**src/rtl/fifo_wr_ctrl.sv**
```systemverilog
module fifo_wr_ctrl #(
  parameter int RAM_DEPTH      = 32,
  parameter int RAM_ADDR_WIDTH = 5,
  parameter int WR_IND         = 1,
  parameter int WR_IND_W       = 0,
  parameter int RD_IND         = 4,
  parameter int RD_IND_W       = 2,
  parameter int AF_LEVEL       = 28,
  parameter int WR_PTR_W       = RAM_ADDR_WIDTH + 1 - WR_IND_W,
  parameter int RD_PTR_W       = RAM_ADDR_WIDTH + 1 - RD_IND_W
) (
  input  logic                      wr_clk,
  input  logic                      wr_rst_n,
  input  logic                      wr_req,
  input  logic [RD_PTR_W-1:0]       rd_ptr_gray,
  output logic                      wr_en,
  output logic [RAM_ADDR_WIDTH-1:0] wr_addr,
  output logic [WR_PTR_W-1:0]       wr_ptr_gray,
  output logic                      full,
  output logic                      almost_full,
  output logic [RAM_ADDR_WIDTH:0]   wr_cnt,
  output logic                      wr_overflow
);

  localparam int CNT_W = RAM_ADDR_WIDTH + 1;

  logic [WR_PTR_W-1:0] wr_beat;
  logic [WR_PTR_W-1:0] beat_next;
  logic [RD_PTR_W-1:0] rd_sync1;
  logic [RD_PTR_W-1:0] rd_sync2;
  logic [RD_PTR_W-1:0] rd_bin;
  logic [CNT_W-1:0]    wr_wptr_next;
  logic [CNT_W-1:0]    rd_wptr;
  logic [CNT_W-1:0]    used;
  logic [CNT_W-1:0]    free_words;

  // Truncate before shifting: the address is the word pointer modulo RAM_DEPTH.
  assign wr_addr = RAM_ADDR_WIDTH'(wr_beat) << WR_IND_W;

  // Reset gates the strobe so no write escapes while the pointer is held at 0.
  assign wr_en = wr_req & ~full & wr_rst_n;

  assign beat_next    = wr_beat + WR_PTR_W'(wr_en);
  assign wr_wptr_next = CNT_W'(beat_next) << WR_IND_W;

  always_comb begin
    rd_bin = '0;
    for (int unsigned i = 0; i < RD_PTR_W; i++) begin
      rd_bin[i] = ^(rd_sync2 >> i);
    end
  end

  assign rd_wptr    = CNT_W'(rd_bin) << RD_IND_W;
  assign used       = wr_wptr_next - rd_wptr;
  assign free_words = CNT_W'(RAM_DEPTH) - used;

  always_ff @(posedge wr_clk or negedge wr_rst_n) begin
    if (!wr_rst_n) begin
      wr_beat     <= '0;
      wr_ptr_gray <= '0;
    end else begin
      wr_beat     <= beat_next;
      wr_ptr_gray <= beat_next ^ (beat_next >> 1);
    end
  end

  always_ff @(posedge wr_clk or negedge wr_rst_n) begin
    if (!wr_rst_n) begin
      rd_sync1 <= '0;
      rd_sync2 <= '0;
    end else begin
      rd_sync1 <= rd_ptr_gray;
      rd_sync2 <= rd_sync1;
    end
  end

  always_ff @(posedge wr_clk or negedge wr_rst_n) begin
    if (!wr_rst_n) begin
      wr_cnt      <= '0;
      full        <= 1'b0;
      almost_full <= 1'b0;
      wr_overflow <= 1'b0;
    end else begin
      wr_cnt      <= used;
      full        <= free_words < CNT_W'(WR_IND);
      almost_full <= used >= CNT_W'(AF_LEVEL);
      wr_overflow <= wr_req & full;
    end
  end

endmodule
```
**config.mk**
```make
export PLATFORM = sky130hd
export DESIGN_NAME = fifo_wr_ctrl
export DESIGN_NICKNAME = d
export VERILOG_FILES = /design/src/rtl/fifo_wr_ctrl.sv
export SDC_FILE = /design/constraint.sdc
export NUM_CORES = 1
export LEC_CHECK = 0
export CAP_MARGIN = 20
export CORE_MARGIN = 3
export CORE_UTILIZATION = 40
export DETAILED_ROUTE_END_ITERATION = 6
export PLACE_DENSITY = 0.68
export RECOVER_POWER = 25
export SLEW_MARGIN = 20
export SYNTH_ARGS = -nofsm -noshare
export SYNTH_HDL_FRONTEND = slang
export SYNTH_SLANG_ARGS = --single-unit
```
**constraint.sdc**
```tcl
create_clock -name wr_clk -period 5.81 [get_ports wr_clk]
set_clock_uncertainty 0.1 [all_clocks]
set_input_delay 1.162 -clock wr_clk [delete_from_list [all_inputs] [get_ports wr_clk]]
set_output_delay 1.162 -clock wr_clk [all_outputs]
set_load 0.005 [all_outputs]
```
Yosys cells after proc, flatten, opt, wreduce, memory -nomap -nowiden
Cells that the tools add are included.
{"block": "totals", "register_bits": 29, "output_inout_bits": 21, "word_cells": 22}
{"block": "classes", "addsub": 3, "order_cmp": 2, "n_bitwise": 5, "reduce_logical": 4}
{"cell": "parity 4 bit", "count": 4}
{"cell": "adder 6 x 1 -> 6 bit", "count": 1}
{"cell": "greater-or-equal comparator 6 x 5 -> 1 bit (second input constant)", "count": 1}
{"cell": "less-than comparator 6 x 1 -> 1 bit (second input constant)", "count": 1}
{"cell": "subtractor 6 bit", "count": 1}
{"cell": "subtractor 6 bit (first input constant)", "count": 1}
{"cell": "XOR 6 x 5 -> 6 bit", "count": 1}
{"cell": "AND 1 bit", "count": 3}
{"cell": "inverter 1 bit", "count": 1}

Depth between registers and ports, before layout
Gate-level depths: netlist of the first run.
{"block": "logic_depth", "word_depth": 7, "mapped_depth": 12, "ltp_nobuf": 12}

Least setup slack after synthesis of the first run
No wires, ideal clock.
{"block": "synth_timing", "kind": "input-to-reg", "from": "input port wr_req", "to": "register full", "arrival_ps": 3433, "required_time_ps": 5646, "slack_ps": 2213, "cell_stages": 12, "path_buffers": 0, "path_cell_list": "nand2_1 > nor2_1 > ha_1 > ha_1 > xor2_1 > inv_1 > ha_1 > fa_1 > xor2_1 > xnor2_1 > nor4b_1 > mux2_4"}
{"block": "synth_between", "elab_chain_len": 6}
{"element": "from (decl)", "line_no": "14", "rtl": "input logic wr_req,"}
{"element": "AND 1 bit (2 in a row)", "line_no": "41", "rtl": "assign wr_en = wr_req & ~full & wr_rst_n;"}
{"element": "net wr_en", "line_no": "16", "rtl": "output logic wr_en,"}
{"element": "adder 6 x 1 -> 6 bit", "line_no": "43", "rtl": "assign beat_next = wr_beat + WR_PTR_W'(wr_en);"}
{"element": "net beat_next[2]", "line_no": "28", "rtl": "logic [WR_PTR_W-1:0] beat_next;"}
{"element": "subtractor 6 bit", "line_no": "54", "rtl": "assign used = wr_wptr_next - rd_wptr;"}
{"element": "net used[4]", "line_no": "34", "rtl": "logic [CNT_W-1:0] used;"}
{"element": "subtractor 6 bit", "line_no": "55", "rtl": "assign free_words = CNT_W'(RAM_DEPTH) - used;"}
{"element": "less-than comparator 6 x 1 -> 1 bit", "line_no": "85", "rtl": "full <= free_words < CNT_W'(WR_IND);"}
{"element": "to (signal assigned)", "line_no": "85"}
{"element": "to (decl)", "line_no": "19", "rtl": "output logic full,"}
The timed path passes the listed nets, and every way through them passes these cells.

Final worst setup path of the first run
{"block": "layout_timing", "from": "input port wr_rst_n", "to": "register full"}
{"block": "layout_between", "elab_chain_len": 5}
{"element": "from (decl)", "line_no": "13", "rtl": "input logic wr_rst_n,"}
{"element": "AND 1 bit", "line_no": "41"}
{"element": "adder 6 x 1 -> 6 bit", "line_no": "43"}
{"element": "net beat_next[2]", "line_no": "28"}
{"element": "subtractor 6 bit", "line_no": "54"}
{"element": "net used[4]", "line_no": "34"}
{"element": "subtractor 6 bit", "line_no": "55"}
{"element": "less-than comparator 6 x 1 -> 1 bit", "line_no": "85"}
The timed path passes the listed nets, and every way through them passes these cells.

==> results of run 1 <==
## sequential cells by signal, indices dropped and copies added, names as in the netlist
signal	cells
wr_ptr_gray	5
wr_beat	6
almost_full	1
rd_sync1	4
wr_overflow	1
rd_sync2	4
full	1
wr_cnt	4
## per-stage QoR
| stage | cell area [sq um] | setup WS (ps) | hold slack [ps] |
|---|---|---|---|
| 2_1_floorplan | 1040 | 2210 | 231 |
| 6_report | 1380 | 1370 | 262 |
| 5_1_grt | 1380 | 1100 | 274 |
| 3_3_place_gp | 1340 | 1220 | 232 |
| 4_1_cts | 1380 | 1450 | 266 |
| 3_5_place_dp | 1340 | 1120 | 236 |
## layout make-up
class,count,share of cell area [%]
clock buffer,4,2.64
inverter,10,2.73
multi-input combinational,38,24.6
sequential,26,47.3
tap,28,2.55
timing repair buffer,28,20.2
## cell usage in the layout, fill, tap and decap left out
| cell type | netlist | layout |
|---|---|---|
| a21oi_1 | 1 | 1 |
| and2_1 | 1 | 1 |
| buf_4 | 2 | 1 |
| clkbuf_4 | 0 | 3 |
| clkbuf_8 | 0 | 1 |
| clkdlybuf4s50_1 | 0 | 22 |
| dfrtp_1 | 26 | 26 |
| dlygate4sd3_1 | 0 | 5 |
| fa_1 | 1 | 1 |
| ha_1 | 5 | 5 |
| inv_1 | 10 | 10 |
| maj3_2 | 1 | 1 |
| mux2_4 | 1 | 1 |
| nand2_1 | 5 | 5 |
| nand3_1 | 3 | 3 |
| nor2_1 | 3 | 3 |
| nor3_1 | 1 | 1 |
| nor4b_1 | 1 | 1 |
| xnor2_1 | 6 | 6 |
| xnor3_1 | 1 | 1 |
| xor2_1 | 6 | 6 |
| xor2_2 | 2 | 2 |
## Yosys cell counts, drive strengths merged
| cell | n | area (sq um) |
|---|---|---|
| dfrtp | 26 | 651 |
| inv | 10 | 37.5 |
| xor2 | 8 | 85.1 |
| xnor2 | 6 | 52.6 |
| ha | 5 | 62.6 |
| nand2 | 5 | 18.8 |
| nand3 | 3 | 15.0 |
| nor2 | 3 | 11.3 |
| buf | 2 | 15.0 |
| a21oi | 1 | 5.00 |
| and2 | 1 | 6.26 |
| fa | 1 | 20.0 |
| maj3 | 1 | 11.3 |
| mux2 | 1 | 15.0 |
| nor3 | 1 | 5.00 |
| nor4b | 1 | 8.76 |
| xnor3 | 1 | 22.5 |
## power groups by stage
| stage | logic [mW] | registers [mW] | clock network (mW) |
|---|---|---|---|
| 6_report | 0.337 | 0.274 | 0.0884 |
| 3_3_place_gp | 0.331 | 0.276 | 0 |
| 5_1_grt | 0.371 | 0.283 | 0.0977 |
| 2_1_floorplan | 0.172 | 0.282 | 0 |
| 4_1_cts | 0.345 | 0.275 | 0.0902 |
| 3_5_place_dp | 0.341 | 0.279 | 0 |
## cell families after synthesis
logic type	synth area share, %
multiplexers	1.44
adder cells (fa/ha/maj)	9.00
AND/OR/NAND/NOR	6.24
AO/OA/AOI/OAI	0.480
flip-flops	62.4
XOR/XNOR	15.4
buffers and inverters	5.04
## layer usage
metal / GRT usage (%) / wire (um) / share of wire, %
met1: 12.1 / 654 / 41
met2: 20.1 / 799 / 50
met3: 2.26 / 132 / 8.3
met4: 4.97 / 9 / 0.56
met5: 0 / 0 / 0
## path summary, 6_finish.rpt
kind | from | endpoint | cells after the start | slack (ps)
min in group asynchronous | wr_rst_n | wr_beat[2]$_DFF_PN0_ | 2 | 1160
hold reg to reg | rd_sync1[3]$_DFF_PN0_ | rd_sync2[3]$_DFF_PN0_ | 0 | 260
setup / recovery | wr_rst_n | full$_DFF_PN0_ | 14 | 1370
max in group asynchronous | wr_rst_n | wr_cnt[4]$_DFF_PN0_ | 2 | 4210
setup reg to reg | full$_DFF_PN0_ | full$_DFF_PN0_ | 11 | 2720
hold / removal | rd_sync1[3]$_DFF_PN0_ | rd_sync2[3]$_DFF_PN0_ | 0 | 260
==> impl_results.md, run 1 <==
* Final setup TNS at 0 ps
* Crit share post-route at between 70 and 80%
* Max Freq at about 0.23 GHz
* CP dominant cell by count: ha_1
* Slew margin rel. at between 60% and 70%
* Max Slew Vio Count at 0
* Synth unique cells at 18
* Yosys reg bits at 26
* Req. time, crit path at between 5000 and 6000 ps
* Final non-filler cell total at ~130
* Routed wire length at 1.60 mm
* Clock-pin transition on the worst setup and hold timing paths at approximately 130 ps
* Number of buffers added on ports at 27
* ANT cells at 0
* Nets at 120
* # clock sinks at 26
* FF+latch area at roughly 650 sq um
* First-pass GRT wire length at between 2 and 3 mm
* Internal at between 0.4 and 0.5 mW
* Final Wtd Congestion at between 0.7 and 0.8
* CP arrival at 4610 ps
* Layout cells sized above 1 at 8.49%
* GRT Util Overall at 11.0%
* 1st-iter DRT viols at 7
* Status: finished, final reports clean
* Clk_lat worst skew at roughly 320 ps
* # IOs at 28
* P_leak at 0.648 nW
* Final hold violations at 0
* Psw at between 0.2 and 0.25 mW
* Number of H-tree levels at 1
* DRT Pass-1 Iters at 3
* Post-DR vias/cell at around 4.6
* Max incr delay on CP at ~520 ps
* Synth-to-layout area growth at 32.1%
* CTS tree: done
* Fin util at approximately three fifths
* Die Span Y at 57.0 um
* Hold buffers post-CTS at 0
* CTS max path bufs at 2
* Multi-input combinational cell area at about 340 sq um
* Placement Rows at 17
* Die W at between 50 and 60 um
* Worst path slowest cell: dlygate4sd3_1
* Antenna-violating nets left at 0
* Synth Area per Inst at 13.7 sq um
* Die Area at approximately 0.0033 sq mm
* Post-CTS sizing at 0
* Post-Syn Nets at 89
* Placed cell count at between 100 and 150
* Seq/Total Area, Yosys at a little over three fifths
* WS Path Type: input port to flop
* Crit path cell chain: dlygate4sd3_1 -> buf_4 -> nand2_1 -> nor2_1 -> ha_1 -> ha_1 -> xor2_1 -> inv_1 -> ha_1 -> fa_1 -> xor2_1 -> xnor2_1 -> nor4b_1 -> mux2_4
* CTS Buf Count at 3
* Post-CTS Setup Inserts at 0
* Initial antenna violation count at 0
* Combinational Power Share at 48.2%
* HP Class: flop to flop
* Sw Ratio at 32.6%
* Filler cells at 197
* DR WL/cell at about 12 um
* Buf/Inv on CP at 3
* Synth Instances at 76
* Unrepaired setup endpoints after global routing: no
* Starting Density at about 45%
* Slew at the pin closest to its max-slew limit at 495 ps
* CP Launch Type: input port
* CP endpoint kind: flop
* Tmin final at roughly 4400 ps
* Sequential fraction of design power at about two fifths
* Worst VDD drop at 0.281 mV
* CP top delay family: adder cells
* Final Power at roughly 0.7 mW
* Yosys synthesis warning count at 0
* Core area at approximately 0.0023 sq mm
* Largest net degree at the start of global routing at 28
* Vias in the first global route at between 600 and 700
* # setup viols final at 0
* Clock share of power at between 10% and 20%
* Synthesized cell area at between 0.001 and 0.0015 sq mm
* MaxCap Viol Count at 0
* GRT overflow at 0
* CP Max Fanout at 27
* PD cells at between 500 and 600 mW/mm^2
* CTS Root Cell: clkbuf_4
* Vias at between 600 and 700
* Post-route DRC at 0
(Power assumes the default switching activity.)
==> run 2, diff against run 1 <==
Settings changed: PLACE_DENSITY 0.68 to 0.71.
Clock period 5.81 ns to 3.7 ns, I/O delays scaled along.
==> run 2 against run 1 <==
- sequential power up 57%
- via count rose by 0.49%
- flip-flop and latch count unchanged
- routed wire length up 0.88%
- utilization rose by 1.8 points
- register-to-register slack worse by 1800 ps
==> impl_results.md, run 2 (synthesis gave the netlist of run 1 again) <==
* Status: finished, final reports clean
* WS Path Type: input port to flop
* CTS max path bufs at 2
* Post-route DRC at 0
* PD cells at roughly 810 mW/mm^2
* First-pass GRT wire length at 2.86 mm
* Die W at about 57 um
* GRT overflow at 0
* HP Class: flop to flop
* Post-CTS Setup Inserts at 0
* Layout cells sized above 1 at between 10 and 15%
* R2R cell count at 11
* CTS tree: done
* Final hold violations at 0
* Slew at the pin closest to its max-slew limit at 1330 ps
* Worst VDD drop at roughly 0.43 mV
* Crit path cell chain: clkdlybuf4s50_1 -> nand2_1 -> nor2_1 -> ha_1 -> ha_1 -> xor2_1 -> inv_1 -> ha_1 -> fa_1 -> xor2_1 -> xnor2_1 -> nor3_1 -> mux2_4
* Req. time, crit path at between 3000 and 4000 ps
* Crit share post-route at 90.3%
* Commonest non-fill, non-tap cell in the layout: dfrtp_1
* # clock sinks at 26
* Core area at 0.00234 sq mm
* Hold Slack at about 260 ps
* Vias in the first global route at between 600 and 700
* Placed cell count at between 100 and 150
* Largest net degree at the start of global routing at 27
* Vias at 618
* Reg-to-reg startpoint: full$_DFF_PN0_
* Largest register FFs at 6
* Clock-pin transition on the worst setup and hold timing paths at roughly 120 ps
* MaxCap Viol Count at 0
* Final non-filler cell total at 140
* Antenna-violating nets left at 0
* Setup ws final at 361 ps
* CP endpoint kind: flop
* CTS Buf Count at 3
* Hold Startpoint: rd_sync1[1]$_DFF_PN0_
* Unrepaired setup endpoints after global routing: no
* Nets at approximately 130
* CP Launch Type: input port
* Top flop regs: wr_beat: 6 flops, wr_ptr_gray: 5 flops
* Hold buffers post-CTS at 0
* Worst Setup SP: wr_rst_n
* Number of H-tree levels at 1
* P_leak at between 0.6 and 0.7 nW
* # setup viols final at 0
* GRT Util Overall at 11.7%
* DRT Pass-1 Iters at 2
* CP dominant cell by count: ha_1
* Most frequent cells in the layout: 26 x dfrtp_1, 23 x clkdlybuf4s50_1, 10 x inv_1
* Final Wtd Congestion at roughly 0.83
* Placement Rows at 17
* Worst Hold Path Cells at 0
* DR WL/cell at roughly 12 um
* Slew margin rel. at around 11%
* Top reg by flops: wr_beat
* 1st-iter DRT viols at 2
* Routed wire length at ~1.6 mm
* HPWL Detailed at 1.31 mm
* Post-CTS sizing at 0
* # IOs at 28
* CTS Root Cell: clkbuf_4
* Reg2reg setup slack at between 800 and 900 ps
* Post-place setup slack at -32.8 ps
* Max Slew Vio Count at 0
* Die Area at roughly 0.0033 sq mm
* Tmin final at 3340 ps
* Fin util at 60.6%
* Buf/Inv on CP at 2
* Clk_lat worst skew at around 320 ps
* Max Freq at approximately 0.3 GHz
* CP arrival at 3460 ps
* Crit path depth at 13
* ANT cells at 0
* Starting Density at 44.5%
* Filler cells at ~210
* Initial antenna violation count at 0
* CP Max Fanout at 3
* Worst path slowest cell: clkdlybuf4s50_1
* Synth-to-layout area growth at 36.0%
* Post-DR vias/cell at around 4.4
* CP top delay family: adder cells
* Number of buffers added on ports at 27
* Die Span Y at 57.0 um
* Max incr delay on CP at approximately 480 ps
run 2: path summary, 6_finish.rpt:
path | end
worst max-delay path | full$_DFF_PN0_
worst min-delay path | rd_sync2[1]$_DFF_PN0_
worst max register to register | full$_DFF_PN0_
worst min register to register | rd_sync2[1]$_DFF_PN0_
max in group asynchronous | wr_beat[4]$_DFF_PN0_
min in group asynchronous | wr_overflow$_DFF_PN0_
run 2: power by group:
group          total, mW  switching [mW]  internal [mW]
clock              0.115          0.0767         0.0382
combinational      0.599           0.235          0.364
sequential         0.431          0.0503          0.380
run 2: per-stage QoR:
| stage | total power [mW] | TNS (ps) | area [sq um] |
|---|---|---|---|
| CTS | 1.16 | 0 | 1420 |
| floorplan | 0.714 | 0 | 1040 |
| finish | 1.14 | 0 | 1420 |
| detailed placement | 1.05 | -32.8 | 1390 |
| global placement | 1.03 | 0 | 1390 |
| global route | 1.23 | 0 | 1420 |
run 2: layout make-up:
class	count	area, sq um	share of cell area (%)
Sequential cell	26	651	45.9
Tap cell	28	35.0	2.47
Multi-Input combinational cell	38	345	24.4
Inverter	10	37.5	2.65
Clock buffer	3	22.5	1.59
Timing Repair Buffer	35	327	23.0
run 2: worst reg2reg max path: cells and delay by family (launching register included):
kind,cells,cell delay [ps]
fa+ha+maj,4,1010
simple gates,2,240
xor+xnor,3,610
buf+inv,1,80
flops,1,410
mux,1,270
run 2: per-layer routing:
metal / routed length [um] / share of wire (%) / vias to the layer above / global-route usage (%)
met2: 774 / 48 / 24 / 18.8
met3: 116 / 7.2 / 3 / 2.26
met1: 676 / 42 / 288 / 14.3
met5: 0 / 0 / - / 0
met4: 42 / 2.6 / 0 / 7.95
li1: - / - / 303 / -
